### src/rtl/bcd_pkg.sv
// Shared constants and helpers for the cascaded BCD up/down counter.
package bcd_pkg;

  localparam int DIGIT_W = 4;
  localparam logic [3:0] BCD_MAX = 4'd9;
  localparam logic [3:0] BCD_MIN = 4'd0;

  // Force a possibly non-decimal nibble into the legal 0..9 range.
  function automatic logic [3:0] clamp_digit(input logic [3:0] d);
    if (d > BCD_MAX) begin
      return BCD_MAX;
    end else begin
      return d;
    end
  endfunction

endpackage

### src/rtl/bcd_digit.sv
// One BCD decade: combinational next value and carry/borrow to the next decade.
module bcd_digit
  import bcd_pkg::*;
(
  input  logic       en_i,
  input  logic       up_i,
  input  logic       cin_i,
  input  logic [3:0] digit_i,
  output logic [3:0] digit_o,
  output logic       cout_o
);

  // Step this decade only when enabled and the lower decades ripple into it.
  always_comb begin
    digit_o = digit_i;
    cout_o  = 1'b0;
    if (en_i && cin_i) begin
      if (up_i) begin
        if (digit_i >= BCD_MAX) begin
          digit_o = BCD_MIN;
          cout_o  = 1'b1;
        end else begin
          digit_o = digit_i + 4'd1;
        end
      end else begin
        if (digit_i == BCD_MIN) begin
          digit_o = BCD_MAX;
          cout_o  = 1'b1;
        end else if (digit_i > BCD_MAX) begin
          // Unreachable with legal state; steer back into range anyway.
          digit_o = BCD_MAX;
        end else begin
          digit_o = digit_i - 4'd1;
        end
      end
    end else begin
      digit_o = digit_i;
      cout_o  = 1'b0;
    end
  end

endmodule

### src/rtl/bcd_updown_counter.sv
// Cascaded BCD up/down counter with parallel load, wrap or saturate at the limits.
module bcd_updown_counter
  import bcd_pkg::*;
#(
  parameter int DIGITS = 2,
  parameter int WRAP   = 1
) (
  input  logic                  clk,
  input  logic                  rst,
  input  logic                  en,
  input  logic                  up,
  input  logic                  load,
  input  logic [4*DIGITS-1:0]   load_val,
  output logic [4*DIGITS-1:0]   cnt,
  output logic                  vld,
  output logic                  tc
);

  localparam logic WRAP_EN = (WRAP != 0);

  logic [4*DIGITS-1:0] cnt_q;
  logic [4*DIGITS-1:0] cnt_d;
  logic                vld_q;
  logic                vld_d;
  logic                tc_q;
  logic                tc_d;

  // Ripple chain: carry_s[0] feeds the least significant decade, the top bit
  // is the limit event (all-9s going up or all-0s going down).
  logic [DIGITS:0]     carry_s;
  logic [4*DIGITS-1:0] step_s;
  logic                limit_s;

  assign carry_s[0] = 1'b1;
  assign limit_s    = carry_s[DIGITS];

  genvar gi;
  generate
    for (gi = 0; gi < DIGITS; gi++) begin : g_digit
      bcd_digit u_digit (
        .en_i    (en),
        .up_i    (up),
        .cin_i   (carry_s[gi]),
        .digit_i (cnt_q[DIGIT_W*gi +: DIGIT_W]),
        .digit_o (step_s[DIGIT_W*gi +: DIGIT_W]),
        .cout_o  (carry_s[gi+1])
      );
    end
  endgenerate

  // Next state: load beats a count step; idle holds the count and clears flags.
  always_comb begin
    cnt_d = cnt_q;
    vld_d = 1'b0;
    tc_d  = 1'b0;
    if (load) begin
      for (int i = 0; i < DIGITS; i++) begin
        cnt_d[DIGIT_W*i +: DIGIT_W] = clamp_digit(load_val[DIGIT_W*i +: DIGIT_W]);
      end
      vld_d = 1'b1;
      tc_d  = 1'b0;
    end else if (en) begin
      vld_d = 1'b1;
      tc_d  = limit_s;
      if (limit_s && !WRAP_EN) begin
        cnt_d = cnt_q;
      end else begin
        cnt_d = step_s;
      end
    end else begin
      cnt_d = cnt_q;
      vld_d = 1'b0;
      tc_d  = 1'b0;
    end
  end

  // State registers with synchronous reset taking priority over everything.
  always_ff @(posedge clk) begin
    if (rst) begin
      cnt_q <= {(4*DIGITS){1'b0}};
      vld_q <= 1'b0;
      tc_q  <= 1'b0;
    end else begin
      cnt_q <= cnt_d;
      vld_q <= vld_d;
      tc_q  <= tc_d;
    end
  end

  assign cnt = cnt_q;
  assign vld = vld_q;
  assign tc  = tc_q;

endmodule

### config.mk
export PLATFORM = sky130hd
export DESIGN_NAME = bcd_updown_counter
export DESIGN_NICKNAME = d
export VERILOG_FILES = /design/src/rtl/bcd_pkg.sv /design/src/rtl/bcd_digit.sv /design/src/rtl/bcd_updown_counter.sv
export SDC_FILE = /design/constraint.sdc
export NUM_CORES = 1
export LEC_CHECK = 0
export ABC_AREA = 1
export CAP_MARGIN = 20
export CORE_MARGIN = 4
export CORE_UTILIZATION = 53
export DETAILED_ROUTE_END_ITERATION = 10
export GPL_TIMING_DRIVEN = 0
export PLACE_DENSITY = 0.88
export SYNTH_ARGS = -nofsm -noshare
export SYNTH_HDL_FRONTEND = slang
export SYNTH_SLANG_ARGS = --single-unit
### constraint.sdc
create_clock -name clk -period 2.25 [get_ports clk]
set_clock_uncertainty 0.15 [all_clocks]
set_input_delay 0.45 -clock clk [delete_from_list [all_inputs] [get_ports clk]]
set_output_delay 0.45 -clock clk [all_outputs]
set_load 0.05 [all_outputs]
==> impl_metrics.env <==
export IMPL_drt_wl_total_mm=2.36
export IMPL_place_congestion=0.879
export IMPL_ctsResizeCount=0
export IMPL_rows=15
export IMPL_power_internal_w=0.000412
export IMPL_place_hpwl_mm=1.89
export IMPL_mostFrequentLayoutCells="33 x nand2_1, 19 x clkdlybuf4s50_1, 15 x inv_1"
export IMPL_antenna_found_initial=0
export IMPL_drv_cap=0
export IMPL_die_area_mm2=0.00265
export IMPL_comb_power_share_pct=45.6
export IMPL_nets=194
export IMPL_drv_slew=0
export IMPL_wl_met2_mm=1.15
export IMPL_io_pins=23
export IMPL_io_buffer_count=22
export IMPL_multi_input_area_um2=701
export IMPL_critPathMaxFanout=6
export IMPL_finalPower_w=0.000704
export IMPL_htreeDepth=1
export IMPL_syn_instance_count=146
export IMPL_drt_first_pass_iters=4
export IMPL_whs_path_depth=2
export IMPL_clockPowerShare_pct=24.2
export IMPL_cts_root_buf="clkbuf_4"
export IMPL_yosys_warnings=0
export IMPL_clock_path_buffers=2
export IMPL_first_global_vias=960
export IMPL_core_mm2=0.00176
export IMPL_yosysUniqueCellTypes=31
export IMPL_grt_max_degree=11
export IMPL_ant_nets=0
export IMPL_clock_fmax_mhz=459
export IMPL_p_per_area_mw_per_mm2=544
export IMPL_final_layout_size_suffix_gt1_share_pct=17.4
export IMPL_grt_overflow=0
export IMPL_cp_slowest_cell="clkdlybuf4s50_1"
export IMPL_area_growth_pct=29.5
export IMPL_p_seq_share_pct=30.2
export IMPL_cp_num_cells=1
export IMPL_path_class="reg -> out"
export IMPL_relSlewSlack_pct=66.1
export IMPL_final_hold_viol_count=0
export IMPL_cp_start_kind="flop"
export IMPL_ys_seq_area_share_pct=20.0
export IMPL_die_w_um=51.4
export IMPL_cts_buffers=3
export IMPL_drc=0
export IMPL_path_clk_slew_ps=70
export IMPL_rsz0062_at_grt="no"
export IMPL_wl_met1_mm=1.04
export IMPL_period_minus_slack_ps=2180
export IMPL_finalNonFillerCells=197
export IMPL_path_delay_family="buffers and inverters"
export IMPL_cts_setup_buffers=0
export IMPL_worstHoldPathType="reg -> reg"
export IMPL_setup_tns_ps=0
export IMPL_cts_sinks=10
export IMPL_grt_pass1_wl_mm=3.99
export IMPL_avgViaCountPerCell=5.37
export IMPL_crit_required_ps=1650
export IMPL_power_switching_w=0.000292
export IMPL_diodes=0
export IMPL_status="finished clean"
export IMPL_cp_end_kind="output port"
export IMPL_fill_cells=145
export IMPL_worst_r2r_cell_count=11
export IMPL_slowest_delay_ps=850
export IMPL_leakage_nw=0.628
export IMPL_setup_viol=0
export IMPL_num_vias=1058
export IMPL_start_util_pct=56.7
export IMPL_final_common_cell="nand2_1"
export IMPL_synth_area_um2=1000
export IMPL_drtIter0Drc=21
export IMPL_avgSynthCellArea_um2=6.85
export IMPL_die_h_um=51.4
export IMPL_cts_hold_buffers_added=0
export IMPL_dp_cells=193
export IMPL_top_layer_used="met4"
export IMPL_seqCellArea_um2=200
export IMPL_worstSkewPairLatency_ps=270
export IMPL_met3_length_um=140
export IMPL_synth_fp_nets=167
export IMPL_fin_crit_sh_pct=96.9
export IMPL_ys_seq_elements=10
export IMPL_critPathBufInv=1
export IMPL_worst_slew_pin_slew_ps=507
export IMPL_worstPathCellList="clkdlybuf4s50_1"
export IMPL_r2r_slack_ps=440
export IMPL_wl_per_cell_um=12.0
export IMPL_grt_usage_pct=19.2
export IMPL_peakVddDrop_v=0.000423
export IMPL_sw_frac_of_total_pct=41.5
export IMPL_cts_tree="done"
export IMPL_worstPathArrival_ps=1580
## registers in the layout, summed over array words and instances, names as in the netlist
signal	count
vld	1
tc	1
cnt	8
## cell usage after synthesis, drive strengths merged
library cell	number	share of area [%]
nand2	37	16
inv	19	7.1
nand3	19	14
nor2	15	5.9
a21oi	11	7.4
dfxtp	10	20
ha	8	10
o21ai	8	4.8
buf	3	2.4
nand4	3	3.4
a31oi	2	1.3
nor3	2	1.0
xnor2	2	1.8
xor2	2	1.8
a211oi	1	0.75
a21boi	1	0.75
clkinv	1	0.38
o211ai	1	0.75
o22ai	1	1.3
## power by group through the flow
stage / Clock (W) / Sequential (W) / Combinational (W)
2_1_floorplan: 0 / 0.000265 / 0.000180
3_3_place_gp: 0 / 0.000216 / 0.000311
3_5_place_dp: 0 / 0.000217 / 0.000320
4_1_cts: 0.000169 / 0.000213 / 0.000321
5_1_grt: 0.000178 / 0.000216 / 0.000352
6_report: 0.000170 / 0.000213 / 0.000321
## routing by layer
layer  vias to the layer above  track usage (%)
li1                        534                -
met1                       476             24.6
met2                        41             33.3
met3                         7             2.33
met4                         0             6.11
met5                         -                0
## layout make-up
class | instances | area share [%]
plain buffers | 3 | 1.84
clock buffers | 4 | 2.80
multi-input cells | 113 | 54.1
flip-flops and latches | 10 | 15.5
well taps | 25 | 2.42
repair buffers | 22 | 17.6
inverters | 20 | 5.80
## worst reg2reg max path, stage by stage, from the launching register on
cell and delay, ps:
dfxtp_1 500, inv_1 160, ha_1 240, nand2_1 100, nand3_1 90, nand2_1 100, nand2_1 70, nand2_1 60
nand2_1 50, nor2_1 100, nor2_1 60, nor2_1 80
## final timing paths
path | startpoint | endpoint
worst max register to register | cnt[4] | cnt[4]
worst max-delay path | cnt[2] | cnt[2]
worst min register to register | cnt[1] | cnt[1]
worst min-delay path | cnt[1] | cnt[1]
## stage by stage
step	utilization [%]	setup WS (ps)	hold slack (ps)	cell area (µm²)
floorplan	-	254	362	1000
global placement	70.9	261	439	1250
detailed placement	70.9	213	469	1250
CTS	73.0	9.99	477	1290
global route	73.4	22.4	511	1290
finish	73.4	69.6	473	1290
## cell families (layout without fill, tap and decap cells)
kind of cell,count (synthesis),count (layout),synth area share (%)
simple gates,76,76,39.7
fa+ha+maj,8,8,10.0
compound gates,25,25,16.9
flops,10,10,20.0
buf+inv,23,49,9.89
xor+xnor,4,4,3.51
Note: power is estimated with default switching activity, not from simulation.
